$ cat src/rtl/mem_arbiter.sv
// rtl/mem_arbiter.sv - round-robin arbiter sharing one line-wide memory port between I-cache and D-cache
// Grant is locked until mem_ready; a one-cycle GAP forces a command deassertion between transactions.
module mem_arbiter #(
   parameter int ADDR_W = 28,
   parameter int LINE_W = 128
) (
   input  logic              clk,
   input  logic              proc_reset,
   input  logic              i_mem_read,
   input  logic [ADDR_W-1:0] i_mem_addr,
   output logic [LINE_W-1:0] i_mem_rdata,
   output logic              i_mem_ready,
   input  logic              d_mem_read,
   input  logic              d_mem_write,
   input  logic [ADDR_W-1:0] d_mem_addr,
   input  logic [LINE_W-1:0] d_mem_wdata,
   output logic [LINE_W-1:0] d_mem_rdata,
   output logic              d_mem_ready,
   output logic              mem_read,
   output logic              mem_write,
   output logic [ADDR_W-1:0] mem_addr,
   output logic [LINE_W-1:0] mem_wdata,
   input  logic [LINE_W-1:0] mem_rdata,
   input  logic              mem_ready
);

   typedef enum logic [1:0] {IDLE, SERVE_I, SERVE_D, GAP} state_t;
   typedef enum logic {CLI_I, CLI_D} client_t;

   state_t            state;
   client_t           last_grant;
   logic [LINE_W-1:0] rdata_q;
   logic              req_i;
   logic              req_d;

   assign req_i = i_mem_read;
   assign req_d = d_mem_read | d_mem_write;

   always_ff @(posedge clk) begin
      if (proc_reset) begin
         state      <= IDLE;
         last_grant <= CLI_I;
         rdata_q    <= '0;
      end else begin
         case (state)
            IDLE: begin
               if (req_i && req_d)
                  state <= (last_grant == CLI_I) ? SERVE_D : SERVE_I;
               else if (req_d)
                  state <= SERVE_D;
               else if (req_i)
                  state <= SERVE_I;
            end
            SERVE_I: begin
               if (mem_ready) begin
                  rdata_q    <= mem_rdata;
                  last_grant <= CLI_I;
                  state      <= GAP;
               end else if (!req_i) begin
                  state <= IDLE;
               end
            end
            SERVE_D: begin
               if (mem_ready) begin
                  rdata_q    <= mem_rdata;
                  last_grant <= CLI_D;
                  state      <= GAP;
               end else if (!req_d) begin
                  state <= IDLE;
               end
            end
            GAP:     state <= IDLE;
            default: state <= IDLE;
         endcase
      end
   end

   // Live pass-through so a cache changing its address mid-grant is followed.
   always_comb begin
      mem_read    = 1'b0;
      mem_write   = 1'b0;
      mem_addr    = '0;
      mem_wdata   = '0;
      i_mem_ready = 1'b0;
      d_mem_ready = 1'b0;
      case (state)
         SERVE_I: begin
            mem_read    = i_mem_read;
            mem_addr    = i_mem_addr;
            i_mem_ready = mem_ready;
         end
         SERVE_D: begin
            mem_write   = d_mem_write;
            mem_read    = d_mem_read & ~d_mem_write;
            mem_addr    = d_mem_addr;
            mem_wdata   = d_mem_wdata;
            d_mem_ready = mem_ready;
         end
         default: ;
      endcase
   end

   assign i_mem_rdata = mem_ready ? mem_rdata : rdata_q;
   assign d_mem_rdata = mem_ready ? mem_rdata : rdata_q;

endmodule

$ cat config.mk
export PLATFORM = sky130hd
export DESIGN_NAME = mem_arbiter
export DESIGN_NICKNAME = d
export VERILOG_FILES = /design/src/rtl/mem_arbiter.sv
export SDC_FILE = /design/constraint.sdc
export NUM_CORES = 1
export LEC_CHECK = 0
export ABC_CLOCK_PERIOD_IN_PS = 3100
export CAP_MARGIN = 20
export CORE_AREA = 2 2 284 286
export CTS_CLUSTER_DIAMETER = 100
export DETAILED_ROUTE_END_ITERATION = 12
export DIE_AREA = 0 0 286 288
export GPL_TIMING_DRIVEN = 0
export PLACE_DENSITY = 0.33
export SLEW_MARGIN = 15
export SYNTH_ARGS = -nofsm -noshare
export SYNTH_HDL_FRONTEND = slang
export SYNTH_SLANG_ARGS = --single-unit
$ cat constraint.sdc
create_clock -name clk -period 3.1 [get_ports clk]
set_input_delay 0.465 -clock clk [delete_from_list [all_inputs] [get_ports clk]]
set_output_delay 0.465 -clock clk [all_outputs]
set_load 0.005 [all_outputs]
After elaboration in Yosys (flattened, before gate mapping)
Cells that the tools add are included.
W data, S select, Z words.
{"block": "classes", "reduce_logical": 6, "bitwise": 3, "eq_ne": 8, "n_mux": 19}
{"op": "$mux W128", "n": 2}
{"op": "$pmux W28 S2", "n": 1}
{"op": "$mux W2", "n": 8}
{"op": "$pmux W2 S4", "n": 1}
{"op": "$ne A3 B3 Y1 const B", "n": 2}
{"op": "$reduce_and A3 Y1", "n": 2}
{"op": "$mux W1", "n": 5}
{"op": "$eq A2 B2 Y1 const B", "n": 2}
{"op": "$ne A2 B2 Y1 const B", "n": 2}
{"op": "$ne A4 B4 Y1 const B", "n": 1}
{"op": "$pmux W1 S2", "n": 2}
{"op": "$eq A2 B1 Y1 const B", "n": 1}
{"op": "$logic_not A2 Y1", "n": 1}
{"op": "$reduce_bool A2 Y1", "n": 1}
{"op": "$reduce_or A2 Y1", "n": 1}
{"op": "$and A1 B1 Y1", "n": 1}
{"op": "$logic_and A1 B1 Y1", "n": 1}
{"op": "$not A1 Y1", "n": 1}
{"op": "$or A1 B1 Y1", "n": 1}
{"block": "totals", "output_inout_bits": 416, "word_cells": 39, "reg_bits": 131}

Logic depth before layout (Yosys ltp)
{"block": "depth", "word_depth": 4, "mapped_depth": 7}

Least setup slack after synthesis
No wires, ideal clock.
{"block": "synth_path", "path_type": "input to output", "from": "input port mem_ready", "to": "output port i_mem_rdata[100]", "n_path_buf": 4, "stages": 5, "required_ns": 2.635, "arrival_ns": 1.459, "setup_slack_ns": 1.176, "cell_sequence": "buf_4 buf_2 buf_2 mux2_2 buf_4"}
{"block": "synth_between", "elab_chain_cells": 1}
{"element": "start: declaration", "line_no": "24", "text": "input logic mem_ready"}
{"element": "$mux W128"}
{"element": "end: declaration", "line_no": "11", "text": "output logic [LINE_W-1:0] i_mem_rdata,"}
No other way between the ends.

Worst setup path after layout
{"block": "layout_path", "from": "register state[1]", "to": "output port mem_addr[0]"}
{"block": "layout_between", "elab_chain_cells": 2}
{"element": "start: declaration", "line_no": "30", "text": "state_t state;"}
{"element": "start signal: assignment", "line_no": "48", "text": "state <= (last_grant == CLI_I) ? SERVE_D : SERVE_I;"}
{"element": "$eq A2 B2 Y1 or $eq A2 B1 Y1 (tied branches)", "line_no": "86", "text": "case (state)"}
{"element": "$pmux W28 S2 (*)", "line_no": "86"}
{"element": "end: declaration", "line_no": "21", "text": "output logic [ADDR_W-1:0] mem_addr,"}
Every way passes the cells marked *; elsewhere a longest branch is shown, timed or not.

==> impl_metrics.json <==
{
  "finalPower_mw": 11.6,
  "ys_seq_area_frac": 0.310,
  "maxCapViolations": 0,
  "hold_class": "primary input to flop",
  "path_max_fanout": 10,
  "finalNonFillerCells": 2899,
  "coreArea_sq_mm": 0.0796,
  "p_leak_nw": 6.70,
  "synth_xor_area_frac": 0,
  "dpl_cell_area_sq_mm": 0.0171,
  "regArea_sq_mm": 0.00262,
  "rows": 104,
  "place_inst": 2863,
  "layout_commonest_cell": "clkdlybuf4s50_1",
  "combPwrFrac": 0.600,
  "clock.fmax_ghz": 0.338,
  "setup_violations": 0,
  "use_met1": 0.144,
  "cts_tree": "built",
  "fillers": 8836,
  "route.vias.total": 10100,
  "finalCriticalPeriod_ns": 2.96,
  "mostFrequentLayoutCells": "clkdlybuf4s50_1, nand2_1, buf_4",
  "min_to": "state[1]",
  "synth_cell_types": 20,
  "fin_setup_tns_ns": 0,
  "reg2reg_setup_slack_ns": 1.05,
  "grt_antenna_before_repair": 12,
  "stdcell_area_sq_mm": 0.0178,
  "cts.sinks": 131,
  "p_per_area_mw_per_mm2": 650,
  "clkTransAtPathRegs_ns": 0.07,
  "syn-instance-count": 1072,
  "pre_cts_ws_ns": -0.168,
  "ir_drop_mv": 0.418,
  "die_y_um": 288,
  "r2r-end": "rdata_q[117]",
  "fin_util": 0.223,
  "synth_top_family_by_area": "simple AND/OR/NAND/NOR gates",
  "dieArea_sq_mm": 0.0824,
  "syn-cell-area_sq_mm": 0.00845,
  "worst_hold_slack_ns": 0.347,
  "die_x_um": 286,
  "synth-simple-area-share": 0.239,
  "clk_latency_ns": 0.46,
  "numCtsBuffers": 17,
  "start_util": 0.106,
  "drt-vias-per-instance": 3.50,
  "place_congestion": 0.834,
  "rsz0062_at_grt": "false",
  "clock_power_share": 0.204,
  "reg2reg_from": "state[0]",
  "r2r_cells": 7,
  "areaGrowthSynthToFinish_pct": 110,
  "hold_viol": 0,
  "met3_usage": 0.0439,
  "p_int_mw": 7.17,
  "drt-wirelength-per-cell_um": 22.8,
  "dp_hpwl_mm": 56.6,
  "worst_slack_ns": 0.145,
  "slew_viol_final": 0,
  "htree_levels": 4,
  "drive_gt1_frac": 0.192,
  "final_antenna_net_count": 0,
  "grtUsageTotal": 0.153,
  "hold_depth": 2,
  "post-route-drc-count": 0,
  "grt_pass1_wl_mm": 86.6,
  "synthMuxAreaShare": 0.170,
  "ctsHoldBuffers": 0,
  "layout.nets": 2144,
  "grt_busiest_layer": "met2",
  "grtUsageMet2": 0.304,
  "synth_compound_area_frac": 0.110,
  "multi_input_area_sq_mm": 0.00446,
  "syn_area_per_cell_sq_um": 7.89,
  "drtPass1Iterations": 4,
  "synth_seq_cells": 131,
  "worst_hold_startpoint": "proc_reset",
  "grt_max_degree": 19,
  "ys.warnings.count": 0,
  "yosys.area_share.adder": 0.00740,
  "setup.worst_path.class": "flop to output port",
  "worst_clock_skew_ns": 0.00749,
  "swShare": 0.380,
  "cp.arrival_ns": 2.49,
  "p_switching_mw": 4.39,
  "period_share": 0.953,
  "port_buffers": 731,
  "cts_buffer_depth": 2,
  "synth.net_count": 1395,
  "cts_root_buf": "clkbuf_16",
  "status": "finished, final reports clean",
  "seq_power_share": 0.196,
  "first_global_vias": 10500,
  "max_slew.worst_pin.slew_ns": 0.754,
  "wl_mm": 66.1,
  "crit_required_ns": 2.63,
  "slew_headroom": 0.497,
  "io_pins": 734,
  "grt-ovfl-total": 0,
  "drt-initial-drc-count": 323,
  "endpoint_kind": "output port",
  "critPathLaunchType": "flop"
}
==> Yosys cell counts, drive strengths merged <==
master / instances / share of area
o41ai: 1 / 0.0010
o21bai: 1 / 0.00089
nor2b: 28 / 0.021
inv: 2 / 0.00089
o31ai: 1 / 0.00089
dfxtp: 131 / 0.31
buf: 174 / 0.15
a22oi: 29 / 0.026
and2: 133 / 0.098
mux2: 128 / 0.17
ha: 5 / 0.0074
clkbuf: 35 / 0.016
a211o: 1 / 0.0010
nor2: 6 / 0.0027
o21ai: 4 / 0.0024
nor4b: 1 / 0.0010
a21oi: 131 / 0.078
nand2: 261 / 0.12
==> per-layer routing <==
metal | part of all wire | vias to the layer above | wire length (um)
met2 | 0.55 | 431 | 36700
met3 | 0.068 | 61 | 4480
met4 | 0.036 | 10 | 2400
met1 | 0.34 | 4751 | 22500
li1 | - | 4889 | -
met5 | 0.00089 | - | 59
==> flip-flops by register name, summed over array words and instances, names as in the netlist <==
signal,count
last_grant,1
rdata_q,128
state,2
==> power by group through the flow <==
stage | Sequential [mW] | Clock (mW) | Combinational [mW]
floorplan | 2.25 | 0 | 2.90
global placement | 2.29 | 0 | 7.10
detailed placement | 2.30 | 0 | 7.08
CTS | 2.27 | 2.50 | 7.13
global route | 2.32 | 2.53 | 7.46
finish | 2.27 | 2.36 | 6.93
==> worst max path at each step <==
stage              start                to  slack [ns]  cells after the start
6_report        state[1]       mem_addr[0]        0.14                      6
5_1_grt         state[1]       mem_addr[0]        0.02                      6
4_1_cts         state[0]    mem_wdata[122]       -0.08                      6
3_5_place_dp   mem_ready  i_mem_rdata[104]       -0.17                      6
3_3_place_gp   mem_ready  i_mem_rdata[104]       -0.18                      6
2_1_floorplan  mem_ready  i_mem_rdata[100]        1.18                      5
==> critical path: stages (launching register included) <==
cell             delay [ns]
dfxtp_1                0.40
inv_1                  0.12
ha_2                   0.41
clkbuf_4               0.23
clkbuf_4               0.23
nor2b_1                0.14
clkdlybuf4s50_1        0.50
==> repair_timing <==
item / CTS / global route
resized for setup: 40 / 14
setup endpoints to repair: 124 / 33
pin swaps: 0 / 0
setup buffers: 0 / 0
==> layout make-up <==
class / count / share of cell area
well taps: 1060 / 0.0745
repair buffers: 731 / 0.410
clock inverters: 14 / 0.0127
inverters: 2 / 0.000422
multi-input cells: 730 / 0.251
plain buffers: 208 / 0.0789
diodes: 5 / 0.000703
flip-flops and latches: 131 / 0.147
clock buffers: 18 / 0.0247
==> logic make-up after synthesis <==
logic type / Yosys count
multiplexers: 128
AO/OA/AOI/OAI: 168
adder cells (fa/ha/maj): 5
buffers and inverters: 211
AND/OR/NAND/NOR: 429
flip-flops: 131
(Power assumes the default switching activity.)
